**config.mk**
```make
export PLATFORM = sky130hd
export DESIGN_NAME = bcd_multidigit_sub_seq_flat
export DESIGN_NICKNAME = d
export VERILOG_FILES = /design/src/rtl/bcd_multidigit_sub_seq_if.sv /design/src/rtl/bcd_multidigit_sub_seq.sv /design/src/flat_wrapper.sv
export SDC_FILE = /design/constraint.sdc
export NUM_CORES = 1
export LEC_CHECK = 0
export BUFFER_PORTS_ARGS = -buffer_cell sky130_fd_sc_hd__buf_2
export CAP_MARGIN = 20
export CORE_MARGIN = 2
export CORE_UTILIZATION = 50
export CTS_BUF_LIST = sky130_fd_sc_hd__clkbuf_8
export DETAILED_ROUTE_END_ITERATION = 16
export PLACE_DENSITY = 0.76
export SLEW_MARGIN = 20
export SYNTH_ARGS = -nofsm -noshare
export SYNTH_HDL_FRONTEND = slang
export SYNTH_SLANG_ARGS = --single-unit
```
**constraint.sdc**
```tcl
create_clock -name clk -period 3 [get_ports clk]
set_input_delay 0.3 -clock clk [delete_from_list [all_inputs] [get_ports clk]]
set_output_delay 0.3 -clock clk [all_outputs]
set_load 0.1 [all_outputs]
```
**src/rtl/bcd_multidigit_sub_seq_if.sv**
```systemverilog
// Request/response bundle between the operand source and the BCD subtract sequencer.
interface bcd_multidigit_sub_seq_if #(
    parameter int unsigned NDIG = 4
) ();
    localparam int unsigned W = 4 * NDIG;

    logic         start;
    logic [W-1:0] a_bcd;
    logic [W-1:0] b_bcd;
    logic         busy;
    logic         done;
    logic [W-1:0] result;
    logic         neg;
    logic         err;

    modport master (
        output start, a_bcd, b_bcd,
        input  busy, done, result, neg, err
    );

    modport slave (
        input  start, a_bcd, b_bcd,
        output busy, done, result, neg, err
    );
endinterface

```
**src/rtl/bcd_multidigit_sub_seq.sv**
```systemverilog
// Digit-serial BCD subtract sequencer: drives a combinational digit stage LSD first
// and returns sign-magnitude |A-B|, using a second 0-raw pass for negative results.
module bcd_multidigit_sub_seq #(
    parameter int unsigned NDIG = 4
) (
    input  logic                     clk,
    input  logic                     rst_n,
    bcd_multidigit_sub_seq_if.slave  bus,
    output logic [3:0]               sub_a,
    output logic [3:0]               sub_b,
    input  logic [3:0]               sub_s,
    input  logic                     sub_borrow
);
    localparam int unsigned W  = 4 * NDIG;
    localparam int unsigned IW = (NDIG > 1) ? $clog2(NDIG) : 1;

    localparam logic [1:0] S_IDLE  = 2'd0;
    localparam logic [1:0] S_SUB_B = 2'd1;
    localparam logic [1:0] S_SUB_C = 2'd2;
    localparam logic [1:0] S_DONE  = 2'd3;

    logic [1:0]    state, state_d;
    logic [W-1:0]  op_a, op_a_d, op_b, op_b_d, raw, raw_d, result_q, result_d;
    logic [IW-1:0] idx, idx_d;
    logic [3:0]    tmp, tmp_d;
    logic          borrow, borrow_d, b1, b1_d, pass, pass_d;
    logic          neg_q, neg_d, err_q, err_d, busy_q, busy_d, done_q, done_d;

    function automatic logic has_bad_digit(input logic [W-1:0] v);
        logic bad;
        bad = 1'b0;
        for (int i = 0; i < int'(NDIG); i++) begin
            if (v[4*i +: 4] > 4'd9) bad = 1'b1;
        end
        return bad;
    endfunction

    always_ff @(posedge clk or negedge rst_n) begin
        if (!rst_n) state <= S_IDLE;
        else        state <= state_d;
    end

    // Next-state, datapath updates and digit-stage operand select
    always_comb begin
        state_d  = state;
        op_a_d   = op_a;
        op_b_d   = op_b;
        raw_d    = raw;
        idx_d    = idx;
        tmp_d    = tmp;
        borrow_d = borrow;
        b1_d     = b1;
        pass_d   = pass;
        neg_d    = neg_q;
        err_d    = err_q;
        sub_a    = 4'd0;
        sub_b    = 4'd0;

        case (state)
            S_IDLE: begin
                if (bus.start) begin
                    op_a_d   = bus.a_bcd;
                    op_b_d   = bus.b_bcd;
                    idx_d    = '0;
                    borrow_d = 1'b0;
                    pass_d   = 1'b0;
                    neg_d    = 1'b0;
                    if (has_bad_digit(bus.a_bcd) || has_bad_digit(bus.b_bcd)) begin
                        err_d   = 1'b1;
                        raw_d   = '0;
                        state_d = S_DONE;
                    end else begin
                        err_d   = 1'b0;
                        state_d = S_SUB_B;
                    end
                end
            end
            S_SUB_B: begin
                sub_a   = op_a[idx*4 +: 4];
                sub_b   = op_b[idx*4 +: 4];
                tmp_d   = sub_s;
                b1_d    = sub_borrow;
                state_d = S_SUB_C;
            end
            S_SUB_C: begin
                sub_a              = tmp;
                sub_b              = {3'b000, borrow};
                raw_d[idx*4 +: 4]  = sub_s;
                borrow_d           = b1 | sub_borrow;
                if (idx < IW'(NDIG - 1)) begin
                    idx_d   = idx + IW'(1);
                    state_d = S_SUB_B;
                end else if (!pass && borrow_d) begin
                    // Negative raw: subtract it from zero to get the magnitude
                    neg_d    = 1'b1;
                    op_a_d   = '0;
                    op_b_d   = raw_d;
                    idx_d    = '0;
                    borrow_d = 1'b0;
                    pass_d   = 1'b1;
                    state_d  = S_SUB_B;
                end else begin
                    state_d = S_DONE;
                end
            end
            default: state_d = S_IDLE;
        endcase

        busy_d   = (state_d != S_IDLE);
        done_d   = (state_d == S_DONE);
        result_d = done_d ? raw_d : result_q;
    end

    always_ff @(posedge clk or negedge rst_n) begin
        if (!rst_n) begin
            op_a     <= '0;
            op_b     <= '0;
            raw      <= '0;
            result_q <= '0;
            idx      <= '0;
            tmp      <= 4'd0;
            borrow   <= 1'b0;
            b1       <= 1'b0;
            pass     <= 1'b0;
            neg_q    <= 1'b0;
            err_q    <= 1'b0;
            busy_q   <= 1'b0;
            done_q   <= 1'b0;
        end else begin
            op_a     <= op_a_d;
            op_b     <= op_b_d;
            raw      <= raw_d;
            result_q <= result_d;
            idx      <= idx_d;
            tmp      <= tmp_d;
            borrow   <= borrow_d;
            b1       <= b1_d;
            pass     <= pass_d;
            neg_q    <= neg_d;
            err_q    <= err_d;
            busy_q   <= busy_d;
            done_q   <= done_d;
        end
    end

    assign bus.busy   = busy_q;
    assign bus.done   = done_q;
    assign bus.result = result_q;
    assign bus.neg    = neg_q;
    assign bus.err    = err_q;
endmodule

```
**src/flat_wrapper.sv**
```systemverilog
// flat-port wrapper written by rule: the top's interface ports become plain ports
module bcd_multidigit_sub_seq_flat 
#(
    parameter int unsigned NDIG = 4
)
  (clk, rst_n, sub_a, sub_b, sub_s, sub_borrow, bus_start, bus_a_bcd, bus_b_bcd, bus_busy, bus_done, bus_result, bus_neg, bus_err);
  bcd_multidigit_sub_seq_if #(.NDIG(NDIG)) bus_i ();
  input  logic clk;
  input  logic rst_n;
  output logic [3:0] sub_a;
  output logic [3:0] sub_b;
  input  logic [3:0] sub_s;
  input  logic sub_borrow;
  input wire logic [$bits(bus_i.start)-1:0] bus_start;
  input wire logic [$bits(bus_i.a_bcd)-1:0] bus_a_bcd;
  input wire logic [$bits(bus_i.b_bcd)-1:0] bus_b_bcd;
  output wire logic [$bits(bus_i.busy)-1:0] bus_busy;
  output wire logic [$bits(bus_i.done)-1:0] bus_done;
  output wire logic [$bits(bus_i.result)-1:0] bus_result;
  output wire logic [$bits(bus_i.neg)-1:0] bus_neg;
  output wire logic [$bits(bus_i.err)-1:0] bus_err;
  assign bus_i.start = bus_start;
  assign bus_i.a_bcd = bus_a_bcd;
  assign bus_i.b_bcd = bus_b_bcd;
  assign bus_busy = bus_i.busy;
  assign bus_done = bus_i.done;
  assign bus_result = bus_i.result;
  assign bus_neg = bus_i.neg;
  assign bus_err = bus_i.err;
  bcd_multidigit_sub_seq #(.NDIG(NDIG)) u_core (.clk(clk), .rst_n(rst_n), .bus(bus_i), .sub_a(sub_a), .sub_b(sub_b), .sub_s(sub_s), .sub_borrow(sub_borrow));
endmodule
```
Word level (Yosys, flattened, before mapping)
Index checks and enable logic that the tools add are counted.
- register bits after elaboration: 78
- output and inout bits: 28
- logic and storage cells: 89
- input port bits: 40
- bitwise operators: 1
- $lt $le $gt $ge: 9
- add/subtract/negate cells: 2
- reductions and logical operators: 10
- shift operators: 4
- multiplexer cells: 43
- eq/ne operators: 7
- operator list (cell ; count):
    2-to-1 mux 16 bit ; 8
    one-hot mux 16 bit (2 select lines) ; 3
    negation 4 -> 34 bit ; 1
    variable shift 4 x 34 -> 16 bit (first input constant) ; 1
    indexed part select 4 x 34 -> 16 bit ; 1
    > comparator 4 bit (second input constant) ; 8
    indexed part select 16 x 5 -> 4 bit ; 2
    2-to-1 mux 1 bit ; 18
    bitwise mux 16 bit ; 1
    one-hot mux 4 bit (2 select lines) ; 2
    2-to-1 mux 2 bit ; 7
    one-hot mux 2 bit (3 select lines) ; 1
    equality test 2 bit (second input constant) ; 2
    != test 2 bit (second input constant) ; 2
    one-hot mux 1 bit (2 select lines) ; 2
    one-hot mux 2 bit (2 select lines) ; 1
    AND reduction 2 bit ; 2
    AND reduction 4 bit ; 1
    nonzero test 2 bit ; 2
    != test 3 x 1 -> 1 bit (second input constant) ; 1
    AND reduction 3 bit ; 1
    adder 2 x 1 -> 2 bit (second input constant) ; 1
    equality test 2 x 1 -> 1 bit (second input constant) ; 1
    zero test 2 bit ; 1
    6 further kinds ; 6

Depth between registers and ports, before layout
Gate-level depths: netlist of run 1.
- depth in word-level cells: 12
- depth in mapped cells: 9
- depth with buffers taken out: 8

Least setup slack after synthesis of run 1
No wires, ideal clock.
- path type: flip-flop to output port
- from: register u_core.state[0]
- to: output sub_a[0]
- arrival: 2.857 ns
- slack: -0.157 ns
- cell stages (with the launch flop): 7
- required time: 2.700 ns
- path buffers: 2
- cell sequence: dfrtp_1 inv_1 ha_1 clkbuf_1 clkbuf_1 a22oi_1 nor2b_1
- longest elaborated chain between the ends: 2
- elaborated cells between the ends (all ways): 3
- classes of those cells: eq/ne (2); mux (1)
- RTL lines (item ; RTL line ; text):
    start, declared ; bcd_multidigit_sub_seq.sv:22 ; logic [1:0] state, state_d;
    start signal, assigned ; bcd_multidigit_sub_seq.sv:40 ; else state <= state_d;
    equality test 2 bit or equality test 2 x 1 -> 1 bit (tied branches) ; bcd_multidigit_sub_seq.sv:59 ; case (state)
    one-hot mux 4 bit (2 select lines) * ; bcd_multidigit_sub_seq.sv:59 ;
    end, declared ; flat_wrapper.sv:10 ; output logic [3:0] sub_a;
Mark *: on every way between the ends. The rest lies on a longest branch, timed or not.

Worst setup path after layout of run 1
- from: register u_core.state[0]
- to: output sub_a[2]
The elaborated chain is that of the path after synthesis.

==> reports/results.md, run 1 <==
| Group | Parameter | Reported |
|---|---|---|
| final layout | Fraction of layout cells with a size suffix above 1 | 31.6% |
| die | Num rows | 32 |
| die | Die width | 92.8 um |
| clocking | Clock edge transition at the registers on the reported setup and hold paths | 80 ps |
| routing | Final WL | 9.39 mm |
| critical path | Number of cells on the worst reg-to-reg path | 8 |
| clocking | Clock tree from TritonCTS | built |
| logic synthesis | Total of flip-flops plus latches after synthesis | 78 |
| critical path | Slack of the worst reg-to-reg path | 460 ps |
| routing | Remaining routing DRC violations | 0 |
| die | Core outline area | 7690 um^2 |
| critical path | Maximum cell stage delay along the critical path | 430 ps |
| routing | Count of nets left with antenna violations after detail routing | 0 |
| die | Overall die area | 8600 um^2 |
| clocking | Post-CTS Hold Fix Bufs | 0 |
| job | Max-Cap Viols | 0 |
| sta | Unrepaired setup endpoints after global routing | no |
| sta | Final clock skew | 9.10 ps |
| final layout | Final design utilization | 60.0% |
| place | Detailed placer's ending HPWL | 6.86 mm |
| place | PortBufs | 67 |
| final layout | Area growth syn-to-layout | 17.0% |
| global routing | Antenna violations before repair | 0 |
| logic synthesis | Share of flip-flops with an asynchronous set or reset after synthesis | 100% |
| sta | Post-route fraction of the period consumed by the critical path | 87.0% |
| critical path | Worst Path Buf+Inv | 3 |
| critical path | Crit path max fanout | 17 |
| sta | Peak clock frequency supported by timing | 383 MHz |
| logic synthesis | Post-synth EDFFs | 0 |
| clocking | Post-CTS setup buffers | 0 |
| sta | Normalized max-slew margin | 35.8% |
| clocking | Clock Sinks | 78 |
| clocking | Number of levels the H-tree was split into | 3 |
| clocking | Clock latency at the later pin of the worst-skew pair | 360 ps |
| place | Dpl cell area | 4410 um^2 |
| sta | Final Setup Violations | 0 |
| sta | Final hold vios | 0 |
| clocking | TritonCTS Buffers | 9 |
| sta | Final min period | 2610 ps |
| global routing | Global-route wire length before repair | 15.6 mm |
| global routing | Largest net degree at the start of global routing | 79 |
| die | Starting density of the core | 51.2% |
| clocking | Clock Tree Root | clkbuf_8 |
| routing | Vias per std cell | 5.88 |
| global routing | Total global routing track utilization | 23.7% |
| logic synthesis | Synthesized area | 3940 um^2 |
| logic synthesis | Sequential-to-total area share from yosys stat | 49.6% |
| final layout | Post-layout instance count excluding filler cells | 513 |
| critical path | Endpoint kind of the worst setup timing path | output port |
| critical path | Kind of start point of the critical path | register |
| power and ir drop | Leakage Power | 2.20 nW |
| clocking | Longest Clk Path Bufs | 2 |
| place | Gpl congestion | 0.870 |
| routing | Total number of vias | 3016 |
| place | Placed Cells | 497 |
| global routing | GR Overflow Total | 0 |
| routing | Initial drt markers | 293 |
| critical path | Crit path cell chain | inv_1, ha_1, buf_4, a22oi_1, nor2b_2, buf_2 |
| routing | First-pass iteration count of the detailed router | 4 |
| die | Count of pins on the block boundary | 68 |
| die | Die extent in y | 92.8 um |
| clocking | Resized Gates After CTS | 0 |
| critical path | Cell type group with the largest total delay on the critical path | buffers and inverters |
| final layout | Fin nets | 456 |
| sta | Slew @ Worst Pin | 963 ps |
| sta | Max-slew violations | 0 |
| final layout | Cell area after layout | 4610 um^2 |
| critical path | Slowest-stage cell, CP | dfrtp_1 |
| critical path | WP data required | 2700 ps |
| routing | Final routed wire length divided by cell count | 18.3 um |
| critical path | Worst Path Class, Setup | reg -> out |
| logic synthesis | Number of nets produced by synthesis | 385 |
| power and ir drop | Worst ir drop on vdd | 0.697 mV |
| logic synthesis | Leading register cell type out of synthesis | dfrtp_1 |
| power and ir drop | Power per standard cell area | 1170 nW/um^2 |
| critical path | Reg-to-Reg Start | u_core.state[1] |
| logic synthesis | Total number of yosys warnings | 0 |
| logic synthesis | Count of mapped cells out of synthesis | 335 |
| logic synthesis | Synthesized area divided by synthesized cell count | 11.8 um^2 |
| final layout | Antenna diode instance count | 0 |
| logic synthesis | Count of unique library cells instantiated by Yosys | 39 |
| global routing | Number of global-route vias before repair | 3081 |
| outcome | Result of the run | finished, final reports clean |
| critical path | Worst EP arrival | 2310 ps |
| critical path | RR Endpoint | u_core.bus.result[0] |
| hold path | Path category of the worst min-delay check | in -> async |
| sta | Final total negative setup slack | 0 ps |
[Yosys cell counts, types with 4 or more instances]
library cell | number | area, um^2
dfrtp_1 | 78 | 1950
o21ai_0 | 30 | 150
a22oi_1 | 24 | 180
a21oi_1 | 19 | 95.1
nor2b_1 | 18 | 113
a22o_1 | 16 | 140
nand2b_1 | 14 | 87.6
clkbuf_1 | 13 | 48.8
a21o_1 | 12 | 90.1
o2bb2ai_1 | 12 | 105
ha_1 | 10 | 125
mux2_4 | 10 | 150
a32oi_1 | 8 | 70.1
inv_1 | 8 | 30.0
mux2_2 | 8 | 90.1
mux4_2 | 8 | 180
nand2_1 | 8 | 30.0
nor2_1 | 5 | 18.8
nor4_1 | 4 | 25.0
[cell type report]
cell class / instances / area, um^2
clock buffers: 10 / 138
clock inverters: 6 / 61.3
inverters: 9 / 36.3
well taps: 102 / 128
repair buffers: 77 / 413
multi-input cells: 231 / 1880
fillers: 674 / 3080
flip-flops and latches: 78 / 1950
[power breakdown]
group	internal, mW	switching (mW)
clock	0.404	0.394
sequential	1.43	0.231
combinational	1.01	1.91
total	2.84	2.53
[routing by layer]
metal  track usage (%)  share of wire [%]  vias up
met5                 0                  0        -
met4              9.56                1.7        0
met3              3.58                5.0       13
met2              37.1                 47       90
met1              33.4                 46     1496
li1                  -                  -     1417
[logic make-up after synthesis]
| kind of cell | synth area share (%) |
|---|---|
| compound gates | 23.4 |
| fa+ha+maj | 3.18 |
| buf+inv | 3.05 |
| flops | 49.6 |
| mux | 10.7 |
| simple gates | 10.1 |
[sequential cells by signal, summed over array words and instances (netlist names)]
| name | count |
|---|---|
| u_core.bus.result | 16 |
| u_core.op_a | 16 |
| u_core.op_b | 16 |
| u_core.raw | 16 |
| u_core.tmp | 4 |
| u_core.idx | 2 |
| u_core.state | 2 |
| u_core.b1 | 1 |
| u_core.borrow | 1 |
| u_core.bus.busy | 1 |
| u_core.bus.done | 1 |
| u_core.bus.err | 1 |
| u_core.pass | 1 |
[stage by stage]
stage          setup WS (ps)  power [mW]  hold slack (ps)
6_report                 391        5.37             87.1
5_1_grt                  280        5.70              160
4_1_cts                  400        5.39              129
3_5_place_dp             493        4.59              472
3_3_place_gp             619        4.50              460
2_1_floorplan            359        4.00             4.41
[cells in the final DEF (no fill, tap or decap), types with 12 or more instances in the layout]
cell / count
buf_2: 66
a21o_1: 12
a21oi_1: 19
o2bb2ai_1: 12
nand2b_1: 14
dfrtp_1: 78
nor2b_1: 13
a22o_1: 16
a22oi_1: 24
o21ai_0: 30
[worst max path at each step]
stage / slack [ps] / endpoint / start / depth (start not counted)
global placement: 620 / u_core.bus.result[1] / u_core.state[1] / 8
floorplan: 360 / sub_a[0] / u_core.state[0] / 6
global route: 280 / sub_a[3] / u_core.idx[0] / 5
finish: 390 / sub_a[2] / u_core.state[0] / 6
detailed placement: 490 / u_core.bus.result[0] / u_core.state[1] / 8
CTS: 400 / sub_a[2] / u_core.state[0] / 6
Power figures use the tool's default switching activity.
==> run 2: changes to the inputs <==
--- a/config.mk
+++ b/config.mk
@@ -12,6 +12,7 @@
 export CTS_BUF_LIST = sky130_fd_sc_hd__clkbuf_8
 export DETAILED_ROUTE_END_ITERATION = 16
 export PLACE_DENSITY = 0.76
+export RECOVER_POWER = 100
 export SLEW_MARGIN = 20
 export SYNTH_ARGS = -nofsm -noshare
 export SYNTH_HDL_FRONTEND = slang
==> run 2 against run 1 <==
The flow now finishes with violations (max-capacitance violations, max-slew violations). Global-route usage did not move. Sequential power barely moved. Design area fell by 1.7%. Final cell count did not move. Combinational power fell by 3%. Sequential share of layout area rose by 0.71 points. Register-to-register slack got worse by 120 ps. Wire length fell by 0.16%. Total power fell by 2.0%. Die area did not move. Clock-buffer cell count did not move. Core utilization fell by 0.99 points.
==> reports/results.md, run 2 (synthesis gave the netlist of run 1 again) <==
| Group | Parameter | Reported | Delta |
|---|---|---|---|
| die | Num rows | 32 | unchanged |
| critical path | Slowest-stage cell, CP | or3_1 |  |
| sta | Post-route fraction of the period consumed by the critical path | 88.7% | +1.7 points |
| sta | Peak clock frequency supported by timing | 376 MHz | -1.9% |
| sta | Slew @ Worst Pin | 1900 ps | +935 ps |
| outcome | Result of the run | complete, but fails checks |  |
| clocking | Longest Clk Path Bufs | 2 | unchanged |
| critical path | Worst EP arrival | 2900 ps | +590 ps |
| critical path | Endpoint kind of the worst setup timing path | register |  |
| final layout | Post-layout instance count excluding filler cells | 513 | unchanged |
| clocking | Clock tree from TritonCTS | built |  |
| clocking | Resized Gates After CTS | 0 | unchanged |
| routing | Total number of vias | 3032 | +0.53% |
| power and ir drop | Worst ir drop on vdd | 0.666 mV | -4.5% |
| critical path | Number of cells on the worst reg-to-reg path | 8 | unchanged |
| clocking | Number of levels the H-tree was split into | 3 | unchanged |
| sta | Final total negative setup slack | 0 ps | unchanged |
| critical path | Kind of start point of the critical path | register |  |
| routing | Vias per std cell | 5.91 | +0.53% |
| sta | Worst setup margin | 339 ps | -51.8 ps |
| sta | Normalized max-slew margin | -26.5% | -62 points |
| hold path | WHS Path Cells | 2 |  |
| routing | Initial drt markers | 247 | -16% |
| clocking | Clock Tree Root | clkbuf_8 |  |
| sta | Final clock skew | 7.89 ps | -1.20 ps |
| sta | Unrepaired setup endpoints after global routing | no |  |
| sta | Final hold vios | 0 | unchanged |
| routing | Final WL | 9.38 mm | -0.16% |
| place | Detailed placer's ending HPWL | 6.86 mm | unchanged |
| clocking | TritonCTS Buffers | 9 | unchanged |
| global routing | GR Overflow Total | 0 | unchanged |
| sta | Final Setup Violations | 0 | unchanged |
| hold path | Path category of the worst min-delay check | in -> reg |  |
| final layout | Fraction of layout cells with a size suffix above 1 | 23.4% | -8.3 points |
| die | Die extent in y | 92.8 um | unchanged |
| routing | Count of nets left with antenna violations after detail routing | 0 | unchanged |
| die | Count of pins on the block boundary | 68 | unchanged |
| clocking | Clock latency at the later pin of the worst-skew pair | 360 ps | about the same |
| global routing | Largest net degree at the start of global routing | 79 | unchanged |
| die | Die width | 92.8 um | unchanged |
| routing | Final routed wire length divided by cell count | 18.3 um | -0.16% |
| critical path | Crit path cell chain | inv_1, ha_1, o21ai_0, mux2_1, or3_1, and2_4, inv_4, mux2_2 |  |
| global routing | Global-route wire length before repair | 15.6 mm | unchanged |
| global routing | Antenna violations before repair | 0 | unchanged |
| job | Max-Cap Viols | 1 | +1 |
| outcome | Violations in the final reports | max-capacitance violations, max-slew violations |  |
| final layout | Leading cell type in the layout, fill and taps excluded | dfrtp_1 |  |
| place | Worst slack at placement | 493 ps | unchanged |
| place | Gpl congestion | 0.870 | unchanged |
| clocking | Post-CTS Hold Fix Bufs | 0 | unchanged |
| final layout | Highest-count cells in the layout ignoring fill and taps | 78 x dfrtp_1, 38 x buf_2, 30 x o21ai_0 |  |
| critical path | Crit path max fanout | 13 | -4 |
| routing | First-pass iteration count of the detailed router | 5 | +1 |
| die | Starting density of the core | 51.2% | unchanged |
| place | PortBufs | 67 | unchanged |
| critical path | Maximum cell stage delay along the critical path | 460 ps | +30 ps |
| final layout | Antenna diode instance count | 0 | unchanged |
| critical path | Worst Path Class, Setup | reg -> reg |  |
| power and ir drop | Overall power after layout | 5.26 mW | -2.0% |
| final layout | Fin nets | 456 | unchanged |
| clocking | Clock Sinks | 78 | unchanged |
| power and ir drop | Leakage Power | 2.09 nW | -5.2% |
| clocking | Clock edge transition at the registers on the reported setup and hold paths | 80 ps | about the same |
| final layout | FILL cells | 697 | +3.4% |
| sta | Max-slew violations | 79 | +79 |
| clocking | Post-CTS setup buffers | 0 | unchanged |
| final layout | Area growth syn-to-layout | 15.1% |  |
| global routing | Number of global-route vias before repair | 3081 | unchanged |
| power and ir drop | Power per standard cell area | 1160 nW/um^2 | -0.34% |
| critical path | WP data required | 3240 ps | +540 ps |
| place | Placed Cells | 497 | unchanged |
| die | Core outline area | 7690 um^2 | unchanged |
| routing | Remaining routing DRC violations | 0 | unchanged |
| sta | Final min period | 2660 ps | +51.8 ps |
| die | Overall die area | 8600 um^2 | unchanged |
| global routing | Total global routing track utilization | 23.7% | unchanged |
-- run 2: routing by layer --
metal  vias up  global-route usage [%]  routed length (um)
li1       1420                       -                   -
met1      1487                    33.4                4270
met2       108                    37.1                4420
met3        17                    3.58                 502
met4         0                    9.56                 184
met5         -                       0                   0
-- run 2: metrics by stage --
stage / utilization (%) / area [um^2] / hold WS, ps
2_1_floorplan: - / 3950 / 4.41
3_3_place_gp: 57.4 / 4410 / 460
3_5_place_dp: 57.4 / 4410 / 472
4_1_cts: 60.0 / 4610 / 129
5_1_grt: 59.0 / 4530 / 160
6_report: 59.0 / 4530 / 153
-- run 2: worst max-delay path: cells and delay by family (launching register included) --
kind	cells	cell delay [ps]
AND/OR/NAND/NOR	2	660
flip-flops	1	410
adder cells (fa/ha/maj)	1	290
AO/OA/AOI/OAI	1	120
buffers and inverters	2	290
multiplexers	2	760
-- run 2: area by class of cell --
class,count,area [um^2],share of cell area [%]
clock buffer,10,138,3.04
clock inverter,6,61.3,1.35
inverter,9,36.3,0.800
multi-input combinational,231,1850,40.7
sequential,78,1950,43.1
tap,102,128,2.82
timing repair buffer,77,372,8.20
-- run 2: worst paths after layout --
check                      slack [ps]              endpoint            start
max                               340  u_core.bus.result[0]  u_core.state[1]
min                               150        u_core.op_a[8]     bus_a_bcd[8]
max reg2reg                       340  u_core.bus.result[0]  u_core.state[1]
min reg2reg                       490        u_core.bus.err   u_core.bus.err
max in group asynchronous        1420         u_core.raw[7]            rst_n
min in group asynchronous         470  u_core.bus.result[9]            rst_n
-- run 2: where the power goes --
| group | switching [mW] | internal (mW) | leakage (nW) | total [mW] |
|---|---|---|---|---|
| sequential | 0.232 | 1.43 | 1.02 | 1.66 |
| combinational | 1.89 | 0.912 | 0.966 | 2.81 |
| clock | 0.392 | 0.404 | 0.102 | 0.796 |
| total | 2.52 | 2.75 | 2.09 | 5.26 |
==> run 3: changes to the inputs <==
--- a/config.mk
+++ b/config.mk
@@ -7,7 +7,7 @@
 export LEC_CHECK = 0
 export BUFFER_PORTS_ARGS = -buffer_cell sky130_fd_sc_hd__buf_2
 export CAP_MARGIN = 20
-export CORE_MARGIN = 2
+export CORE_MARGIN = 1
 export CORE_UTILIZATION = 50
 export CTS_BUF_LIST = sky130_fd_sc_hd__clkbuf_8
 export DETAILED_ROUTE_END_ITERATION = 16
==> run 3 against run 2 <==
The flow still finishes with violations (max-capacitance violations, max-slew violations). Sequential power about the same. Sequential share of layout area is 0.52 points lower. Flip-flop and latch count stayed put. Maximum frequency shrank 0.39%. Non-clock buffer count unchanged. Clock power increased by 32%. Total power grew 4.3%. Via count grew 2.4%. Critical path depth is 3 lower. Largest cell class unchanged.
==> reports/results.md, run 3 (synthesis gave the netlist of run 1 again) <==
| Group | Parameter | Reported | Delta |
|---|---|---|---|
| outcome | Result of the run | complete, but fails checks |  |
| outcome | Violations in the final reports | max-capacitance violations, max-slew violations |  |
| clocking | Clock Sinks | 78 | unchanged |
| critical path | Count of cell instances traversed by the critical path | 5 | -3 |
| power and ir drop | Power per standard cell area | 1200 nW/um^2 | +3.1% |
| critical path | Crit path max fanout | 11 | -2 |
| critical path | Kind of start point of the critical path | register |  |
| critical path | Worst Setup SP | u_core.idx[0] |  |
| clocking | Post-CTS Hold Fix Bufs | 0 | unchanged |
| clocking | Clock tree from TritonCTS | built |  |
| routing | Initial drt markers | 266 | +7.7% |
| clocking | Post-CTS setup buffers | 0 | unchanged |
| critical path | End of the critical path | sub_b[0] |  |
| critical path | WP data required | 2700 ps | -540 ps |
| place | Detailed placer's ending HPWL | 6.75 mm | -1.6% |
| final layout | Highest-count cells in the layout ignoring fill and taps | 78 x dfrtp_1, 38 x buf_2, 30 x o21ai_0 |  |
| power and ir drop | Internal power | 2.97 mW | +8.1% |
| routing | First-pass iteration count of the detailed router | 5 | unchanged |
| critical path | Slack of the worst reg-to-reg path | 340 ps | about the same |
| die | Overall die area | 8240 um^2 | -4.3% |
| sta | Final clock skew | 13.7 ps | +5.82 ps |
| routing | Routed wire length on met3 | 625 um | +25% |
| global routing | Antenna violations before repair | 0 | unchanged |
| clocking | Clock edge transition at the registers on the reported setup and hold paths | 90 ps | about the same |
| place | PortBufs | 67 | unchanged |
| power and ir drop | Power dissipated by switching net loads | 2.52 mW | +0.21% |
| place | Gpl congestion | 0.804 | -7.6% |
| power and ir drop | Clock power share | 19.0% | +3.9 points |
| critical path | Cell type group with the largest total delay on the critical path | buffers and inverters |  |
| die | Num rows | 31 | -3.1% |
| critical path | Endpoint kind of the worst setup timing path | output port |  |
| global routing | Largest net degree at the start of global routing | 79 | unchanged |
| clocking | Number of levels the H-tree was split into | 3 | unchanged |
| critical path | Worst EP arrival | 2370 ps | -530 ps |
| final layout | Area growth syn-to-layout | 16.5% |  |
| routing | Routed wire length on met2 | 4.44 mm | +0.43% |
| routing | Vias per std cell | 6.09 | +3.0% |
| die | Core outline area | 7450 um^2 | -3.1% |
| critical path | Worst Path Class, Setup | reg -> out |  |
| sta | Final min period | 2670 ps | +10.3 ps |
| sta | Final Setup Violations | 0 | unchanged |
| place | Placed Cells | 494 | -0.60% |
| power and ir drop | Overall power after layout | 5.49 mW | +4.3% |
| critical path | Crit path cell chain | buf_4, mux4_2, a22oi_1, nor2b_2, clkbuf_2 |  |
| place | Worst slack at placement | 485 ps | -8.46 ps |
| global routing | Number of global-route vias before repair | 3050 | -1.0% |
| sta | Peak clock frequency supported by timing | 374 MHz | -0.39% |
| power and ir drop | Portion of total power attributed to combinational logic | 50.6% | -2.7 points |
| sta | Worst hold slack after final layout | 141 ps | -12.3 ps |
| die | Die extent in y | 90.8 um | -2.2% |
| die | Starting density of the core | 52.9% | +1.7 points |
| final layout | FILL cells | 654 | -6.2% |
| global routing | Total global routing track utilization | 24.4% | +0.67 points |
| clocking | TritonCTS Buffers | 9 | unchanged |
| final layout | Antenna diode instance count | 0 | unchanged |
| critical path | Worst Path Buf+Inv | 2 | unchanged |
| final layout | Fraction of layout cells with a size suffix above 1 | 23.8% | +0.49 points |
| clocking | Clock latency at the later pin of the worst-skew pair | 370 ps | about the same |
| clocking | Resized Gates After CTS | 0 | unchanged |
| routing | Metal-1 WL | 4.20 mm | -1.7% |
| power and ir drop | Switching part of the total power | 46.0% | -1.9 points |
| die | Count of pins on the block boundary | 68 | unchanged |
| sta | Slew @ Worst Pin | 1880 ps | -13.8 ps |
| job | Max-Cap Viols | 1 | unchanged |
| sta | Unrepaired setup endpoints after global routing | no |  |
| critical path | Number of cells on the worst reg-to-reg path | 8 | unchanged |
| final layout | Post-layout instance count excluding filler cells | 510 | -0.58% |
| sta | Normalized max-slew margin | -25.6% | +0.92 points |
| hold path | Path category of the worst min-delay check | in -> reg |  |
| routing | Remaining routing DRC violations | 0 | unchanged |
| routing | Final WL | 9.46 mm | +0.85% |
| die | Die width | 90.8 um | -2.2% |
| sta | Max-slew violations | 79 | unchanged |
| routing | Top sig layer | met4 |  |
| critical path | Reg-to-Reg Start | u_core.state[0] |  |
| hold path | WHS Path Cells | 2 | unchanged |
| critical path | Slowest-stage cell, CP | dfrtp_1 |  |
| routing | Final routed wire length divided by cell count | 18.5 um | +1.4% |
| power and ir drop | Leakage Power | 2.13 nW | +1.9% |
| critical path | RR Endpoint | u_core.bus.result[14] |  |
| final layout | Leading cell type in the layout, fill and taps excluded | dfrtp_1 |  |
| global routing | Global-route wire length before repair | 15.5 mm | -1.0% |
| clocking | Longest Clk Path Bufs | 2 | unchanged |
| critical path | Maximum cell stage delay along the critical path | 550 ps | +90 ps |
| global routing | GR Overflow Total | 0 | unchanged |
| routing | Total number of vias | 3104 | +2.4% |
| sta | Final hold vios | 0 | unchanged |
| power and ir drop | Sequential group share of total power | 30.4% | -1.1 points |
| power and ir drop | Worst ir drop on vdd | 0.717 mV | +7.7% |
| sta | Post-route fraction of the period consumed by the critical path | 89.0% | +0.34 points |
| routing | Count of nets left with antenna violations after detail routing | 0 | unchanged |
| final layout | Fin nets | 456 | unchanged |
| sta | Worst setup margin | 329 ps | -10.3 ps |
| sta | Final total negative setup slack | 0 ps | unchanged |
| clocking | Clock Tree Root | clkbuf_8 |  |
## run 3: cell types whose count changed in the layout (fill, tap and decap cells not counted), sizes merged
cell,delta
clkinv,-1
clkbuf,-1
bufinv,+3
clkinvlp,-1
## run 3: power groups by stage
stage                     clock network (mW)  registers (mW)  logic (mW)
after floorplan                            0            2.14        1.87
after global placement                     0            1.66        2.86
after detailed placement                   0            1.68        2.93
after CTS                               1.06            1.66        2.94
after global routing                    1.11            1.71        2.98
final                                   1.05            1.67        2.78
## run 3: how the worst min path moves through the flow
stage / to / start
floorplan: u_core.b1 / rst_n
global placement: u_core.borrow / u_core.borrow
detailed placement: u_core.bus.err / u_core.bus.err
CTS: u_core.op_a[12] / rst_n
global route: u_core.op_a[4] / bus_a_bcd[4]
finish: u_core.op_a[12] / bus_a_bcd[12]
## run 3: layout make-up
class	count	area, um^2	share of cell area [%]
Sequential cell	78	1950	42.5
Multi-Input combinational cell	231	1830	39.9
Timing Repair Buffer	77	375	8.18
Clock inverter	7	146	3.19
Clock buffer	9	124	2.70
Tap cell	99	124	2.70
Inverter	9	36.3	0.791
## run 3: routing by layer
layer | global-route usage [%] | up-vias
li1 | - | 1423
met1 | 32.8 | 1534
met2 | 38.8 | 129
met3 | 4.88 | 18
met4 | 9.68 | 0
met5 | 0 | -
## run 3: through the flow
stage                     utilization, %  area (um^2)
after floorplan                        -         3950
after global placement              59.3         4420
after detailed placement            59.3         4420
after CTS                           63.0         4690
after global routing                61.6         4590
final                               61.6         4590
